===== config.mk =====
export PLATFORM = sky130hd
export DESIGN_NAME = router_vc_port
export DESIGN_NICKNAME = d
export VERILOG_FILES = /design/src/rtl/router_vc_pkg.sv /design/src/rtl/router_vc_fifo.sv /design/src/rtl/router_vc_port.sv
export SDC_FILE = /design/constraint.sdc
export NUM_CORES = 1
export LEC_CHECK = 0
export ABC_AREA = 0
export CAP_MARGIN = 20
export CORE_ASPECT_RATIO = 1.25
export CORE_MARGIN = 3
export CORE_UTILIZATION = 59
export CTS_CLUSTER_DIAMETER = 40
export DETAILED_ROUTE_END_ITERATION = 12
export GPL_TIMING_DRIVEN = 1
export PLACE_DENSITY = 0.84
export REMOVE_ABC_BUFFERS = 1
export SYNTH_ARGS = -nofsm -noshare
export SYNTH_HDL_FRONTEND = slang
export SYNTH_HIERARCHICAL = 1
export SYNTH_SLANG_ARGS = --single-unit

===== constraint.sdc =====
create_clock -name clk -period 6.75 [get_ports clk]
set_input_delay 1.35 -clock clk [delete_from_list [all_inputs] [get_ports clk]]
set_output_delay 1.35 -clock clk [all_outputs]
set_load 0.01 [all_outputs]

===== src/rtl/router_vc_pkg.sv =====
// Shared definitions for the VC output port: arbitration modes and
// channel/credit field positions as functions of the port widths.
package router_vc_pkg;

  localparam logic [1:0] MODE_ASC  = 2'b00;
  localparam logic [1:0] MODE_DESC = 2'b01;
  localparam logic [1:0] MODE_RR   = 2'b10;

  function automatic int vc_width(int num_vcs);
    return (num_vcs <= 1) ? 1 : $clog2(num_vcs);
  endfunction

  // Channel layout, MSB to LSB: valid, head, tail, vc, payload
  function automatic int ch_vld_pos(int vc_w, int flit_w);
    return flit_w + vc_w + 2;
  endfunction

  function automatic int ch_vc_lsb(int flit_w);
    return flit_w;
  endfunction

  // Credit layout, MSB to LSB: valid, vc
  function automatic int cr_vld_pos(int vc_w);
    return vc_w;
  endfunction

endpackage


===== src/rtl/router_vc_fifo.sv =====
// Single-VC synchronous FIFO; pointers carry an extra MSB for wrap detection.
module router_vc_fifo #(
  parameter int W     = 8,
  parameter int DEPTH = 4
) (
  input  logic         clk,
  input  logic         rst_n,
  input  logic         push,
  input  logic         pop,
  input  logic [W-1:0] din,
  output logic         full,
  output logic         empty,
  output logic [W-1:0] dout
);
  localparam int AW = $clog2(DEPTH);

  logic [AW:0]                wr_q, wr_d, rd_q, rd_d;
  logic [DEPTH-1:0][W-1:0]    mem_q, mem_d;

  assign empty = (wr_q == rd_q);
  assign full  = (wr_q[AW] != rd_q[AW]) && (wr_q[AW-1:0] == rd_q[AW-1:0]);
  assign dout  = mem_q[rd_q[AW-1:0]];

  always_comb begin
    wr_d  = wr_q + (AW+1)'(push);
    rd_d  = rd_q + (AW+1)'(pop);
    mem_d = mem_q;
    if (push) mem_d[wr_q[AW-1:0]] = din;
  end

  always_ff @(posedge clk or negedge rst_n) begin
    if (!rst_n) begin
      wr_q <= '0;
      rd_q <= '0;
    end else begin
      wr_q <= wr_d;
      rd_q <= rd_d;
    end
  end

  always_ff @(posedge clk) mem_q <= mem_d;

endmodule


===== src/rtl/router_vc_port.sv =====
// Virtual-channel output port: per-VC buffering, downstream credit tracking
// and a one-flit-per-cycle arbiter feeding a registered output channel.
module router_vc_port import router_vc_pkg::*; #(
  parameter  int         NUM_VCS      = 2,
  parameter  int         FLIT_WIDTH   = 32,
  parameter  int         BUF_DEPTH    = 4,
  parameter  int         DOWN_CREDITS = 4,
  parameter  logic [1:0] MODE         = 2'b00,
  localparam int         VC_W         = vc_width(NUM_VCS),
  localparam int         CH_W         = 3 + VC_W + FLIT_WIDTH
) (
  input  logic            clk,
  input  logic            reset,
  input  logic [CH_W-1:0] channel_in_ip,
  output logic [VC_W:0]   flow_ctrl_out_ip,
  output logic [CH_W-1:0] channel_out_op,
  input  logic [VC_W:0]   flow_ctrl_in_op,
  output logic            error
);
  localparam int CR_W = $clog2(DOWN_CREDITS + 1);
  localparam int DW   = CH_W - 1;

  logic            in_vld, in_vc_ok, fc_vld, fc_vc_ok;
  logic [VC_W-1:0] in_vc, fc_vc;
  logic [DW-1:0]   in_data;

  assign in_vld   = channel_in_ip[ch_vld_pos(VC_W, FLIT_WIDTH)];
  assign in_vc    = channel_in_ip[ch_vc_lsb(FLIT_WIDTH) +: VC_W];
  assign in_data  = channel_in_ip[DW-1:0];
  assign fc_vld   = flow_ctrl_in_op[cr_vld_pos(VC_W)];
  assign fc_vc    = flow_ctrl_in_op[VC_W-1:0];
  assign in_vc_ok = ({1'b0, in_vc} < (VC_W+1)'(NUM_VCS));
  assign fc_vc_ok = ({1'b0, fc_vc} < (VC_W+1)'(NUM_VCS));

  logic [NUM_VCS-1:0]           push, pop, full, empty, elig;
  logic [NUM_VCS-1:0][DW-1:0]   head;
  logic [NUM_VCS-1:0][CR_W-1:0] credit_q, credit_d;
  logic [VC_W-1:0]              last_q, last_d, gnt_vc;
  logic                         gnt_any, in_err, cr_err;
  logic [CH_W-1:0]              ch_out_q, ch_out_d;
  logic [VC_W:0]                fc_out_q, fc_out_d;
  logic                         err_q, err_d;
  int                           idx;

  for (genvar g = 0; g < NUM_VCS; g++) begin : g_vc
    router_vc_fifo #(.W(DW), .DEPTH(BUF_DEPTH)) u_fifo (
      .clk   (clk),
      .rst_n (reset),
      .push  (push[g]),
      .pop   (pop[g]),
      .din   (in_data),
      .full  (full[g]),
      .empty (empty[g]),
      .dout  (head[g])
    );
  end

  always_comb begin
    gnt_any = 1'b0;
    gnt_vc  = '0;
    idx     = 0;
    for (int v = 0; v < NUM_VCS; v++) elig[v] = !empty[v] && (credit_q[v] != '0);
    case (MODE)
      MODE_DESC: begin
        for (int v = 0; v < NUM_VCS; v++)
          if (elig[v]) begin gnt_any = 1'b1; gnt_vc = VC_W'(v); end
      end
      MODE_RR: begin
        // Walk from farthest to nearest so the VC right after last_grant wins
        for (int k = NUM_VCS; k >= 1; k--) begin
          idx = (int'(last_q) + k) % NUM_VCS;
          if (elig[idx]) begin gnt_any = 1'b1; gnt_vc = VC_W'(idx); end
        end
      end
      default: begin
        for (int v = NUM_VCS - 1; v >= 0; v--)
          if (elig[v]) begin gnt_any = 1'b1; gnt_vc = VC_W'(v); end
      end
    endcase
  end

  // Pop is decided before push, so a full FIFO being drained still accepts
  always_comb begin
    for (int v = 0; v < NUM_VCS; v++) begin
      pop[v]  = gnt_any && (gnt_vc == VC_W'(v));
      push[v] = in_vld && in_vc_ok && (in_vc == VC_W'(v)) && (!full[v] || pop[v]);
    end
    in_err = in_vld && !(|push);
  end

  always_comb begin
    credit_d = credit_q;
    cr_err   = fc_vld && !fc_vc_ok;
    for (int v = 0; v < NUM_VCS; v++) begin
      if (fc_vld && fc_vc_ok && (fc_vc == VC_W'(v)) && !pop[v]) begin
        if (credit_q[v] == CR_W'(DOWN_CREDITS)) cr_err = 1'b1;
        else credit_d[v] = credit_q[v] + CR_W'(1);
      end else if (pop[v] && !(fc_vld && fc_vc_ok && (fc_vc == VC_W'(v)))) begin
        credit_d[v] = credit_q[v] - CR_W'(1);
      end
    end
  end

  always_comb begin
    last_d   = gnt_any ? gnt_vc : last_q;
    ch_out_d = gnt_any ? {1'b1, head[gnt_vc]} : '0;
    fc_out_d = gnt_any ? {1'b1, gnt_vc} : '0;
    err_d    = err_q | in_err | cr_err;
  end

  always_ff @(posedge clk or negedge reset) begin
    if (!reset) begin
      credit_q <= {NUM_VCS{CR_W'(DOWN_CREDITS)}};
      last_q   <= VC_W'(NUM_VCS - 1);
      ch_out_q <= '0;
      fc_out_q <= '0;
      err_q    <= 1'b0;
    end else begin
      credit_q <= credit_d;
      last_q   <= last_d;
      ch_out_q <= ch_out_d;
      fc_out_q <= fc_out_d;
      err_q    <= err_d;
    end
  end

  assign channel_out_op   = ch_out_q;
  assign flow_ctrl_out_ip = fc_out_q;
  assign error            = err_q;

endmodule


# After elaboration in Yosys (flattened, before gate mapping)
# Index checks and enable logic that the tools add are counted.
[op_classes]
n_shift = 0
n_lt_le_gt_ge = 7
n_eq_ne = 10
bitwise_logic = 5
muxes = 27
add_sub_neg = 8
n_div = 0
n_mul = 0
reduce_logical = 37
[ops]
columns = ["cell", "count"]
rows = [
  ["bitwise mux 140 bit", 2],
  ["2-to-1 mux 35 bit", 6],
  ["binary-select mux 35 bit (select 2 bit)", 2],
  ["demux 35 bit (select 2 bit)", 2],
  ["2-to-1 mux 36 bit", 1],
  ["logical AND 1 bit", 19],
  ["2-to-1 mux 3 bit", 6],
  ["adder 3 x 1 -> 3 bit", 4],
  ["less-than comparator 2 x 3 -> 1 bit, second input constant", 4],
  ["zero test 1 bit", 9],
  ["2-to-1 mux 1 bit", 7],
  ["adder 3 x 1 -> 3 bit, second input constant", 2],
  ["equality test 3 bit", 2],
  ["equality test 3 bit, second input constant", 2],
  ["nonzero test 3 bit", 2],
  ["subtractor 3 x 1 -> 3 bit, second input constant", 2],
  ["equality test 2 bit", 2],
  ["greater-or-equal comparator 2 x 1 -> 1 bit, second input constant", 2],
  ["inequality test 2 bit, second input constant", 2],
  ["AND reduction 2 bit", 2],
  ["nonzero test 2 bit", 2],
  ["NOT 1 bit", 3],
  ["logical OR 1 bit", 2],
  ["less-than comparator 1 x 2 -> 1 bit, second input constant", 1],
  ["other kinds (4)", 6],
]
[word_totals]
latchBits = 0
memories = 0
register_bits = 337
output_inout_bits = 39
elab_cells = 111
mem_bits_rw = 0
inputBits = 40
mem_bits_ro = 0

# Logic depth before layout (Yosys ltp)
[logic_depth]
depth_word = 14
depth_mapped = 12
mapped_depth_nobuf = 10

# Modules after synthesis
# Netlist, hierarchy kept.
[modules_own_cells]
columns = ["module", "area_per_inst_um2", "cells_each", "instances", "seq_area_each_um2"]
rows = [
  ["router_vc_fifo", 5392.7, 205, 2, 4354.2],
  ["router_vc_port", 1954.4, 153, 1, 1103.6],
]

# Worst setup path before layout
# Ideal clock, no wire load.
[synth_path]
path_type = "reg2reg"
start = "register g_vc[0].u_fifo.rd_q[0]"
end = "register g_vc[1].u_fifo/mem_q[0] in the netlist's numbering, enable pin"
path_buffers = 3
synth_period_minus_slack_ns = 5.015
setup_time_ns = 0.478
t_required_ns = 6.272
t_arrival_ns = 4.536
setup_slack_ns = 1.735
path_stages_with_launch = 10
path_cell_list = "dfrtp_1 buf_6 buf_12 xor2_1 nor3b_1 clkbuf_1 o21ai_1 o21ai_0 and3_1 nor3b_1"
[synth_via]
elab_chain_len = 7
word_cells_on_any_way = 8
classes_between = "1 x eq/ne; 2 x mux; 5 x reduce/logical"
[synth_rtl]
columns = ["element", "line", "rtl"]
rows = [
  ["from (decl)", "router_vc_fifo.sv:17", "logic [AW:0] wr_q, wr_d, rd_q, rd_d;"],
  ["from (signal assigned)", "router_vc_fifo.sv:37", "rd_q <= rd_d;"],
  ["equality test 3 bit (*)", "router_vc_fifo.sv:20", "assign empty = (wr_q == rd_q);"],
  ["net empty[0]", "router_vc_port.sv:35", "logic [NUM_VCS-1:0] push, pop, full, empty, elig;"],
  ["zero test 1 bit (*)", "router_vc_port.sv:62", "for (int v = 0; v < NUM_VCS; v++) elig[v] = !empty[v] && (credit_q[v] != '0);"],
  ["logical AND 1 bit (*)", "router_vc_port.sv:62", ""],
  ["2-to-1 mux 1 bit", "router_vc_port.sv:77", "if (elig[v]) begin gnt_any = 1'b1; gnt_vc = VC_W'(v); end"],
  ["logical AND 1 bit (*)", "router_vc_port.sv:85", "pop[v] = gnt_any && (gnt_vc == VC_W'(v));"],
  ["logical OR 1 bit (*)", "router_vc_port.sv:86", "push[v] = in_vld && in_vc_ok && (in_vc == VC_W'(v)) && (!full[v] || pop[v]);"],
  ["logical AND 1 bit (*)", "router_vc_port.sv:86", ""],
  ["net push[1]", "router_vc_port.sv:35", ""],
  ["to (signal assigned)", "router_vc_fifo.sv:41", "always_ff @(posedge clk) mem_q <= mem_d;"],
  ["to (decl)", "router_vc_fifo.sv:18", "logic [DEPTH-1:0][W-1:0] mem_q, mem_d;"],
]
# The timed path passes the listed nets; every way through them passes the cells marked *.
# A chain may end at the register's enable or synchronous reset.

# Worst setup path in the final report
[layout_path]
start = "register g_vc[0].u_fifo.rd_q[1]"
end = "register g_vc[1].u_fifo/mem_q[125] in the netlist's numbering, enable pin"
# Same word-level chain as after synthesis.

==> metrics.md <==
| Metric | Value |
|---|---|
| Die Y | 170 µm |
| Leak pwr | 5.04 nW |
| Worst Reg-to-Reg Cells | 6 |
| Clk slew on worst S/H paths | 0.06 ns |
| Layout cells sized above 1 | 19.6% |
| Die X-Extent | 137 µm |
| Standard-cell row count | 59 |
| Top-count cell post-synth | edfxtp_1 |
| Number of CTS-inserted buffers | 34 |
| Fmax | 224 MHz |
| Remaining DRCs | 0 |
| Synth Flop Type | edfxtp_1 |
| Max_slew headroom | 24.9% |
| HP Class | flip-flop to flip-flop |
| Ys async rst share | 16.7% |
| Worst setup EP type | flip-flop |
| Setup violators final | 0 |
| P&R area growth vs syn | 16.8% |
| Vias | 6117 |
| I/O Buffers | 78 |
| Post-CTS setup buffers | 0 |
| Synth top cells by count | edfxtp_1, mux4_2, dfrtp_1, a22o_1, mux4_1 |
| Syn Area/Cell | 22.6 µm² |
| First-pass GRT wire length | 38600 µm |
| Setup TNS Final | 0 ns |
| HPWL Detailed | 13000 µm |
| Tot Pwr | 6.90 mW |
| Routed Antenna Nets | 0 |
| Fin crit period | 4.47 ns |
| CTS sink cnt | 336 |
| Vias in the first global route | 6484 |
| Die area | 23400 µm² |
| Final Skew | 0.0103 ns |
| Final Hold Viols | 0 |
| Tot GR Track Use | 22.5% |
| CTS tree | done |
| DR iter-0 viols | 589 |
| H-tree levels | 2 |
| Ports | 79 |
| Worst setup startpoint | g_vc[0].u_fifo/rd_q[1]$_DFF_PN0_ |
| Max-cap violations | 0 |
| Worst Max-Slew Pin Slew | 1.12 ns |
| Synth Register Bits | 336 |
| Library cells used by synthesis | 52 |
| Fin nets | 707 |
| Hold path startpoint | g_vc[1].u_fifo/wr_q[2]$_DFF_PN0_ |
| Kind of critical path | flip-flop to flip-flop |
| Finished layout cell area | 14900 µm² |
| RSZ-0062 raised after global routing | false |
| Number of diodes | 0 |
| Gr ovfl total | 0 |
| Worst vdd ir | 0.000306 V |
| Antenna violations before repair | 0 |
| Drt pass-1 iters | 7 |
| Yosys top cell by area | edfxtp_1 |
| Critical Path Start Type | flip-flop |
| DP Area | 13700 µm² |
| Status | finished clean |
| Dpl cells | 895 |
| Required time of the critical path | 6.87 ns |
| Core area | 21000 µm² |
| Hold Slack | 0.487 ns |
| Share of the synthesized area in the top cell type | 66.0% |
| Via density per instance | 6.40 |
| CTS Root Cell | clkbuf_16 |
| GP Congestion | 0.828 |
| Cell Area, Synth | 12700 µm² |
| Initial core utilization | 60.6% |
| Ys Warns | 6 |
| Clock tree buffer depth | 3 |
| Min-Delay Path Depth | 1 |
| Routed wire length per instance | 26.4 µm |
| Clk Latency, worst-skew pair | 0.50 ns |
| Final cell count without fillers | 956 |
| Final period util | 66.2% |
| Mapped Cells | 563 |
| Seq/Total Area, Yosys | 77.0% |
| Final wirelength | 25300 µm |
| Fillers | 1172 |
| Pwr dens | 464 nW/µm² |
| Reg2reg start | g_vc[0].u_fifo/rd_q[1]$_DFF_PN0_ |
| Pins Over Slew Limit | 0 |
| Number of flops mapped to enable cells by yosys | 280 |
| Post-CTS resize count | 0 |
| Post-CTS Hold Fix Bufs | 0 |
| Critical path peak fanout | 37 |
| Largest cells by area after synthesis | edfxtp_1, dfrtp_1, mux4_2, mux4_1, a22o_1 |
| Largest net degree at the start of global routing | 57 |
| Worst Path Arrival | 4.59 ns |
-- final cells by class --
type / instances / area (µm²) / area share (%)
flip-flops and latches: 336 / 9820 / 66.0
multi-input cells: 196 / 2660 / 17.9
clock buffers: 44 / 952 / 6.40
repair buffers: 86 / 861 / 5.79
well taps: 274 / 343 / 2.30
clock inverters: 17 / 226 / 1.52
inverters: 3 / 13.8 / 0.0925
-- critical path, stage by stage (launching register included) --
cell,delay [ns]
dfrtp_2,1.06
xor2_1,0.21
nor3b_1,0.96
o21ai_1,0.40
o21ai_0,0.24
and3_1,0.28
and3_2,0.91
-- power breakdown --
group / internal, mW / switching [mW]
clock: 1.20 / 0.750
sequential: 2.66 / 0.277
combinational: 0.993 / 1.03
total: 4.85 / 2.05
-- worst paths after layout --
| kind | slack (ns) | end |
|---|---|---|
| worst min-delay path | 0.49 | g_vc[1].u_fifo/wr_q[2]$_DFF_PN0_ |
| min in group asynchronous | 1.00 | channel_out_op[1]$_DFF_PN0_ |
| worst min register to register | 0.49 | g_vc[1].u_fifo/wr_q[2]$_DFF_PN0_ |
| max in group asynchronous | 5.17 | g_vc[1].u_fifo/rd_q[0]$_DFF_PN0_ |
| worst max register to register | 2.28 | g_vc[1].u_fifo/mem_q[125]$_DFFE_PP_ |
| worst max-delay path | 2.28 | g_vc[1].u_fifo/mem_q[125]$_DFFE_PP_ |
-- placed cells by master, fill, tap and decap left out, drive strengths merged, types with 2 or more instances in the layout --
master         synthesis  final
dfstp                  2      2
nor2b                  2      2
clkinv                 0      8
nand2                  8      8
fa                     2      2
inv                    3      5
clkdlybuf4s50          0     77
and3b                  3      3
o2111ai                2      2
nor3b                  5      5
nor2                   4      4
ha                     8      8
and2                   2      2
o21ai                  7      7
and3                   3      3
nor3                   5      5
o2111a                 2      2
buf                   27      9
dfrtp                 54     54
a21oi                  3      3
edfxtp               280    280
a22o                  35     35
nand2b                 3      3
clkbuf                 1     44
mux4                  70     70
xor2                   9      9
xnor2                  3      3
clkinvlp               0      2
bufinv                 0      5
-- metrics by stage --
stage / setup WS [ns] / utilization (%)
6_report: 2.28 / 70.7
5_1_grt: 2.04 / 70.7
4_1_cts: 2.35 / 70.7
3_5_place_dp: 2.39 / 65.1
3_3_place_gp: 2.43 / 64.9
2_1_floorplan: 0.540 / -
-- state kept, by name (all words and copies together) (netlist names) --
name               count
credit_q               6
g_vc.u_fifo/mem_q    280
error                  1
flow_ctrl_out_ip       1
g_vc.u_fifo/wr_q       6
channel_out_op        36
g_vc.u_fifo/rd_q       6
-- layer usage --
layer  share of wire (%)  vias up  global-route usage [%]
met3                 7.2       65                    3.49
met4                 3.4        0                    8.59
met2                  52      322                    37.6
li1                    -     2549                       -
met1                  37     3181                    30.2
met5                   0        -                       0
-- cells by family after synthesis --
group / count (synthesis) / synth area share, %
simple gates: 42 / 2.02
compound gates: 62 / 4.00
mux: 70 / 12.7
buf+inv: 31 / 2.31
fa+ha+maj: 10 / 1.10
flops: 336 / 77.0
xor+xnor: 12 / 0.825
Note: power is estimated with default switching activity, not from simulation.
